### src/rtl/traffic_phase_controller_pkg.sv
// Shared phase encoding and road helpers for the junction sequencer and the lamp decoder.
package traffic_phase_controller_pkg;
   localparam int ROADS = 4;

   typedef logic [1:0] road_t;
   typedef logic [3:0] phase_t;

   localparam phase_t PH_ALL_RED = 4'd0;
   localparam phase_t PH_G1      = 4'd1;
   localparam phase_t PH_Y1      = 4'd2;
   localparam phase_t PH_G2      = 4'd3;
   localparam phase_t PH_Y2      = 4'd4;
   localparam phase_t PH_G3      = 4'd5;
   localparam phase_t PH_Y3      = 4'd6;
   localparam phase_t PH_G4      = 4'd7;
   localparam phase_t PH_Y4      = 4'd8;

   function automatic logic is_green(phase_t p);
      return p inside {PH_G1, PH_G2, PH_G3, PH_G4};
   endfunction

   function automatic logic is_yellow(phase_t p);
      return p inside {PH_Y1, PH_Y2, PH_Y3, PH_Y4};
   endfunction

   // Road index 0..3 maps to green code 2r+1 and yellow code 2r+2.
   function automatic phase_t green_of(road_t r);
      return phase_t'({r, 1'b1});
   endfunction

   function automatic road_t road_of(phase_t p);
      return road_t'((p - 4'd1) >> 1);
   endfunction
endpackage

### src/rtl/traffic_phase_controller_rr_road_arbiter.sv
// Round-robin road picker: nearest requesting road after the last served one.
module rr_road_arbiter
   import traffic_phase_controller_pkg::*;
(
   input  logic [ROADS-1:0] i_demand,
   input  road_t            i_last,
   output road_t            o_winner,
   output logic             o_any
);
   always_comb begin
      road_t v_cand;
      o_winner = '0;
      o_any    = |i_demand;
      // Walk from farthest to nearest so the nearest requester overwrites.
      for (int k = ROADS; k >= 1; k--) begin
         v_cand = i_last + road_t'(k);
         if (i_demand[v_cand]) o_winner = v_cand;
      end
   end
endmodule

### src/rtl/traffic_phase_controller.sv
// Junction phase sequencer: arbitrates road service and times green/yellow/clearance phases.
module traffic_phase_controller
   import traffic_phase_controller_pkg::*;
#(
   parameter int unsigned GREEN_MIN = 4,
   parameter int unsigned GREEN_MAX = 10,
   parameter int unsigned YELLOW_T  = 2,
   parameter int unsigned CLEAR_T   = 1,
   parameter int unsigned TIMER_W   = 8
) (
   input  logic       clk,
   input  logic       rst_n,
   input  logic       tick_en,
   input  logic       a,
   input  logic       b,
   input  logic       c,
   input  logic       d,
   output logic [3:0] state,
   output logic [3:0] next_state,
   output logic       phase_done
);
   if (GREEN_MIN > GREEN_MAX || GREEN_MIN == 0 || YELLOW_T == 0 || CLEAR_T == 0 ||
       TIMER_W > 31 || GREEN_MAX >= (1 << TIMER_W)) begin : g_bad_params
      $error("traffic_phase_controller: illegal timing parameters");
   end

   localparam logic [TIMER_W-1:0] GMIN_LIM = TIMER_W'(GREEN_MIN - 1);
   localparam logic [TIMER_W-1:0] GMAX_LIM = TIMER_W'(GREEN_MAX - 1);
   localparam logic [TIMER_W-1:0] Y_LIM    = TIMER_W'(YELLOW_T - 1);
   localparam logic [TIMER_W-1:0] C_LIM    = TIMER_W'(CLEAR_T - 1);

   phase_t             r_state;
   logic [TIMER_W-1:0] r_timer;
   logic [ROADS-1:0]   r_demand;
   road_t              r_last;
   logic               r_done;

   logic [ROADS-1:0]   w_sensor, w_own_mask, w_clr;
   road_t              w_own, w_winner, w_target;
   logic               w_any, w_green, w_yellow, w_illegal, w_other, w_exit, w_trans;
   phase_t             w_next;

   assign w_sensor   = {d, c, b, a};
   assign w_green    = is_green(r_state);
   assign w_yellow   = is_yellow(r_state);
   assign w_illegal  = r_state > PH_Y4;
   assign w_own      = road_of(r_state);
   assign w_own_mask = ROADS'(1) << w_own;
   assign w_other    = |(r_demand & ~w_own_mask);

   // Live sensors feed arbitration so next_state tracks them during clearance.
   rr_road_arbiter u_arb (
      .i_demand (r_demand | w_sensor),
      .i_last   (r_last),
      .o_winner (w_winner),
      .o_any    (w_any)
   );

   assign w_target = w_any ? w_winner : r_last + 2'd1;
   assign w_trans  = (tick_en & w_exit) | w_illegal;

   always_ff @(posedge clk or negedge rst_n) begin
      if (!rst_n) r_state <= PH_ALL_RED;
      else if (w_trans) r_state <= w_next;
   end

   always_comb begin
      w_next = PH_ALL_RED;
      w_exit = 1'b0;
      if (w_green) begin
         w_next = r_state + 4'd1;
         w_exit = w_other && (r_timer >= GMAX_LIM ||
                  (r_timer >= GMIN_LIM && !w_sensor[w_own]));
      end else if (w_yellow) begin
         w_exit = r_timer == Y_LIM;
      end else if (r_state == PH_ALL_RED) begin
         w_next = green_of(w_target);
         w_exit = r_timer == C_LIM;
      end
   end

   always_comb begin
      state      = r_state;
      next_state = w_next;
      phase_done = r_done;
   end

   // Serving road's demand is held clear for the whole green, starting at the entry edge.
   assign w_clr = (w_green ? w_own_mask : '0) |
                  ((w_trans && r_state == PH_ALL_RED) ? ROADS'(1) << w_target : '0);

   always_ff @(posedge clk or negedge rst_n) begin
      if (!rst_n) begin
         r_timer  <= '0;
         r_demand <= '0;
         r_last   <= 2'd3;
         r_done   <= 1'b0;
      end else begin
         r_done   <= w_trans;
         r_demand <= (r_demand | w_sensor) & ~w_clr;
         if (w_trans) r_timer <= '0;
         else if (tick_en && r_timer != '1) r_timer <= r_timer + 1'b1;
         if (w_trans && r_state == PH_ALL_RED) r_last <= w_target;
      end
   end
endmodule
### config.mk
export PLATFORM = sky130hd
export DESIGN_NAME = traffic_phase_controller
export DESIGN_NICKNAME = d
export VERILOG_FILES = /design/src/rtl/traffic_phase_controller_pkg.sv /design/src/rtl/traffic_phase_controller_rr_road_arbiter.sv /design/src/rtl/traffic_phase_controller.sv
export SDC_FILE = /design/constraint.sdc
export NUM_CORES = 1
export LEC_CHECK = 0
export CAP_MARGIN = 5
export CORE_MARGIN = 2
export CORE_UTILIZATION = 54
export DETAILED_ROUTE_END_ITERATION = 16
export PLACE_DENSITY_LB_ADDON = 0.05
export SETUP_SLACK_MARGIN = 0.1
export SLEW_MARGIN = 20
export SYNTH_ARGS = -nofsm -noshare
export SYNTH_HDL_FRONTEND = slang
export SYNTH_HIERARCHICAL = 1
export SYNTH_SLANG_ARGS = --single-unit
### constraint.sdc
create_clock -name clk -period 3.1 [get_ports clk]
set_clock_uncertainty 0.1 [all_clocks]
set_input_delay 0.62 -clock clk [delete_from_list [all_inputs] [get_ports clk]]
set_output_delay 0.62 -clock clk [all_outputs]
set_load 0.01 [all_outputs]
* Word level (Yosys, flattened, before mapping)
Cells that the tools add are included.
** Storage, ports and cells
- Register bits :: 19
- Input bits :: 7
- Output and inout port bits :: 9
- Word-level logic and storage cells :: 77
** Operators by class
- Add/sub/neg operators :: 6
- Magnitude comparators :: 8
- Equal/unequal tests :: 10
- Shift operators :: 2
- Mux-type cells :: 25
- Bitwise operators :: 8
- Reduce and logical (&&, ||, !) cells :: 13
** Operators with widths (count)
- $eq A4 B3 Y1 const B :: 4
- $mux W8 :: 2
- $lt A2 B3 Y1 const B :: 5
- $mux W4 :: 3
- $bmux W1 S2 :: 5
- $mux W2 :: 5
- $add A8 B1 Y8 const B :: 1
- $and A4 B4 Y4 :: 2
- $eq A4 B2 Y1 const B :: 2
- $eq A8 B1 Y1 const B :: 1
- $ge A8 B2 Y1 const B :: 1
- $ge A8 B4 Y1 const B :: 1
- $logic_not A8 Y1 :: 1
- $mux W1 :: 8
- $ne A8 B8 Y1 const B :: 1
- $not A4 Y4 :: 2
- $or A4 B4 Y4 :: 2
- $reduce_bool A4 Y1 :: 2
- $reduce_or A4 Y1 :: 2
- $shl A1 B2 Y4 const A :: 2
- $mux W3 :: 2
- $add A2 B2 Y2 const B :: 2
- $add A4 B1 Y4 const B :: 1
- $eq A4 B1 Y1 const B :: 1
- other kinds (11) :: 14

* Logic depth before layout (Yosys ltp)
- Depth in word-level cells :: 15
- Gate-level depth with buffers :: 9
- Gate-level depth less buffers :: 9

* Modules after synthesis
The synthesis kept the hierarchy.
** By module, submodules not included
- traffic_phase_controller :: instances 1, cells an instance 144, area an instance 1353.8 µm², sequential area each 478.0 µm²
- rr_road_arbiter :: instances 1, cells an instance 14, area an instance 91.3 µm², sequential area each 0.0 µm²

* Worst setup path after synthesis
OpenSTA, ideal clock, no wires.
- Path kind :: register -> register
- From :: reg r_state[0] (netlist: state[0])
- To :: reg r_state[1] (netlist: state[1])
- Setup time :: 0.125 ns
- Data arrival time :: 2.471 ns
- Required time :: 2.875 ns
- Slack :: 0.404 ns
- Stages on the path, launching flop included :: 9
- Buffers on the path :: 0
- Clock period less this slack :: 2.696 ns
- Path through :: dfrtp_1 inv_1 ha_1 xor2_2 mux4_2 o22ai_1 o21ai_1 a21o_4 mux2_4
** Between the ends
- Word-level cells in the longest chain between the ends :: 10
- Elaborated cells between the ends (all ways) :: 32
- Those cells by class :: 2 x add/sub; 1 x order compare; 8 x eq/ne; 1 x shift; 8 x mux; 4 x bitwise; 8 x reduce/logical
** RTL lines
- start: declaration :: RTL line traffic_phase_controller.sv:32 : phase_t r_state;
- start signal: assignment :: RTL line traffic_phase_controller.sv:64 : else if (w_trans) r_state <= w_next;
- $sub A3 B1 Y3 :: RTL line traffic_phase_controller_pkg.sv:32 : return road_t'((p - 4'd1) >> 1);
- $bmux W1 S2 :: RTL line traffic_phase_controller.sv:73 : (r_timer >= GMIN_LIM && !w_sensor[w_own]));
- $mux W1 (not written as such) :: RTL line traffic_phase_controller.sv:73
- $logic_not A1 Y1 :: RTL line traffic_phase_controller.sv:73
- $logic_and A1 B1 Y1 :: RTL line traffic_phase_controller.sv:73
- $logic_or A1 B1 Y1 :: RTL line traffic_phase_controller.sv:72 : w_exit = w_other && (r_timer >= GMAX_LIM ||
- $logic_and A1 B1 Y1 :: RTL line traffic_phase_controller.sv:72
- $mux W1 :: RTL line traffic_phase_controller.sv:70 : if (w_green) begin
- $and A1 B1 Y1 :: RTL line traffic_phase_controller.sv:60 : assign w_trans = (tick_en & w_exit) | w_illegal;
- $or A1 B1 Y1 :: RTL line traffic_phase_controller.sv:60
Parallel ways exist; a longest one is shown, timed or not. The select of a mux whose other input is x is not followed.
A chain may end at the register's enable or synchronous reset.

* Worst setup path after layout
- From :: in a
- To :: out next_state[2]
** Between the ends
- Elaborated cells between the ends (all ways) :: 18
- Those cells by class :: 16 x mux; 1 x bitwise; 1 x reduce/logical
** RTL lines
- start: declaration :: RTL line traffic_phase_controller.sv:14 : input logic a,
- $or A4 B4 Y4 :: RTL line traffic_phase_controller.sv:53 : .i_demand (r_demand | w_sensor),
- $reduce_or A4 Y1 :: RTL line traffic_phase_controller_rr_road_arbiter.sv:13 : o_any = |i_demand;
- named net w_any :: RTL line traffic_phase_controller.sv:40 : logic w_any, w_green, w_yellow, w_illegal, w_other, w_exit, w_trans;
- $mux W2 :: RTL line traffic_phase_controller.sv:59 : assign w_target = w_any ? w_winner : r_last + 2'd1;
- $mux W3 :: RTL line traffic_phase_controller.sv:76 : end else if (r_state == PH_ALL_RED) begin
- $mux W3 :: RTL line traffic_phase_controller.sv:74 : end else if (w_yellow) begin
- $mux W4 :: RTL line traffic_phase_controller.sv:70
- end: declaration :: RTL line traffic_phase_controller.sv:19 : output logic [3:0] next_state,
The timed path passes the listed nets, and every way through them passes these cells. The select of a mux whose other input is x is not followed.

==> metrics.cfg <==
[min_path]
hp-class=register to register
hold-path-cell-count=2

[placement]
gp_congestion=0.928
port-buffer-count=15
placed_area_um2=1750
hpwl_mm=2.80
dp_cells=218
pre_cts_ws_ns=-0.528

[final_layout]
fillCellCount=197
seq_area_um2=478
drive_gt1_share_pct=29.2
antennaDiodeCount=0
final_cell_mix=21 x buf_4, 17 x dfrtp_1, 16 x nand2_1
final_area_um2=1820
layout.cells.most_common=buf_4
final_nets=210
fin_cells=225
multi_input_area_um2=936
syn2layout_area_growth_pct=25.8

[clocking]
htreeDepth=1
path_clk_slew_ns=0.11
cts_made_buffers=3
clk_latency_ns=0.33
clk_path_buf_depth=2
cts_tree=yes
cts_sinks=19
cts_root_buf=clkbuf_4

[timing]
whs_ns=0.448
setup_viol=0
finalCritPeriodShare_pct=93.9
tightest_slew_ns=0.868
slew_violations=0
fin_ws_ns=0.189
finalCriticalPeriod_ns=2.91
slew_headroom_pct=42.0
fmax_ghz=0.343
hold_viol_final=0
rsz0062_at_grt=yes

[die]
core_area_um2=2500
floorplan.initialDensity_pct=57.8
rows=18
die_y_um=55.7
floorplan.die_area_um2=3110
die_w_um=55.7
ios=16

[worst_setup_path]
reg2reg_depth=9
path_class=input pin to primary output
critPathLaunchType=input pin
cp_data_arrival_time_ns=2.19
cp-end-kind=primary output
critPathRequiredTime_ns=2.38
cp_max_fo=4

[global_routing]
grt_use_total_pct=25.4
grt_pass1_wl_mm=6.24
grt_overflow_total=0
grt_max_degree=20
first_global_vias=1273
grt_antenna_before_repair=0

[synthesis]
syn-num-nets=172
ys.flop_type=dfrtp_1
synthCells=158
avgSynthCellArea_um2=9.15
mappedNetlistArea_um2=1450
synth.largest_area_cell=dfrtp_1
synth.top_cell.area_share_pct=29.4
synthTopCellsByArea=dfrtp_1 29%, ha_1 6.1%, nand2_1 4.2%
synth_enable_flop_cells=0
ys_async_sr_fraction_pct=100
synth.ff_latch_count=19
ys_warn_count=6
ys_seq_area_share_pct=33.1
yosysUniqueCellTypes=52

[detailed_routing]
via_count=1342
first_iter_violations=75
finalWirelength_mm=3.69
drtAntennaViolNets=0
remaining_drc_errors=0
vias_per_cell=5.96
wl_per_cell_um=16.4
first_pass_iters=4

[pwr]
internal_power_w=0.000994
power_frac_comb_pct=68.3
p_sw_share_pct=45.5
p_switching_w=0.000830
power_frac_clock_pct=7.5
pwr-share-seq_pct=24.2
peakVddDrop_mv=0.677
power_w=0.00182
leakage_nw=0.853
power_density_nw_per_um2=1000

[job]
maxCapViolations=0

[outcome]
status=completed

[registers in the layout, indices dropped and copies added (netlist names)]
name / cells
phase_done: 1
r_last: 2
r_demand: 4
state: 4
r_timer: 8
[routing by layer]
metal	share of wire (%)	vias to the layer above	GRT usage, %
met5	0	-	0
met4	0.73	0	5.23
met1	48	641	37.8
met3	4.7	3	4.19
met2	46	44	38.8
li1	-	654	-
[path summary, 6_finish.rpt]
| path | start | end | slack (ns) |
|---|---|---|---|
| setup reg to reg | state[0]$_DFFE_PN0N_ | r_demand[3]$_DFF_PN0_ | 0.27 |
| hold reg to reg | r_last[0]$_DFFE_PN1P_ | r_last[0]$_DFFE_PN1P_ | 0.45 |
| setup / recovery | a | next_state[2] | 0.19 |
| max in group asynchronous | rst_n | r_demand[2]$_DFF_PN0_ | 1.69 |
| hold / removal | r_last[0]$_DFFE_PN1P_ | r_last[0]$_DFFE_PN1P_ | 0.45 |
| min in group asynchronous | rst_n | state[0]$_DFFE_PN0N_ | 0.67 |
[what timing repair did]
item,in CTS,in global routing
pin swaps,4,5
setup buffers,3,0
cloned,0,0
hold buffers,0,0
endpoints found under the setup margin,3,2
hold endpoints to repair,0,0
resized for setup,18,3
[cells in the mapped netlist, types with 2 or more instances]
master / number
inv_1: 11
o31ai_1: 4
o21ai_0: 7
xor2_1: 5
a21oi_2: 2
or2_2: 5
nor2_1: 8
dfrtp_1: 17
xnor2_1: 5
a31oi_1: 6
dfstp_2: 2
a41oi_1: 2
ha_1: 7
and3_2: 7
nor3_1: 5
o21a_1: 2
nand2b_1: 4
o22ai_1: 3
or3_1: 3
nand2_1: 16
a21oi_1: 5
mux2i_1: 2
[power groups by stage]
stage | registers, W | logic (W) | clock network (W)
3_3_place_gp | 0.000438 | 0.00118 | 0
5_1_grt | 0.000453 | 0.00135 | 0.000148
6_report | 0.000442 | 0.00125 | 0.000137
4_1_cts | 0.000437 | 0.00124 | 0.000138
2_1_floorplan | 0.000424 | 0.000753 | 0
3_5_place_dp | 0.000442 | 0.00119 | 0
[worst max-delay path: stages]
cell             delay [ns]
clkdlybuf4s50_1        0.42
or2_4                  0.26
nor2_2                 0.11
nand2_1                0.09
buf_4                  0.15
o21a_1                 0.21
o22ai_2                0.16
buf_2                  0.16
[kinds of logic after synthesis]
| group | synth area share (%) |
|---|---|
| adders and majority gates | 6.06 |
| DFF | 33.1 |
| buffers and inverters | 4.24 |
| xor gates and xnor gates | 7.19 |
| and+or+nand+nor | 23.0 |
| muxes | 3.98 |
| AOI/OAI and AO/OA | 22.4 |
[layout make-up]
class	instances	share of cell area, %
Inverter	11	2.27
Multi-Input combinational cell	125	51.5
Clock buffer	3	1.24
Timing Repair Buffer	36	16.4
Clock inverter	1	0.275
Sequential cell	19	26.3
Tap cell	30	2.06
[through the flow]
stage / TNS [ns] / util [%]
after floorplan: 0 / -
after global routing: 0 / 72.7
after CTS: 0 / 72.4
final: 0 / 72.7
after detailed placement: -0.904 / 69.9
after global placement: -0.735 / 69.9
(Power assumes the default switching activity.)
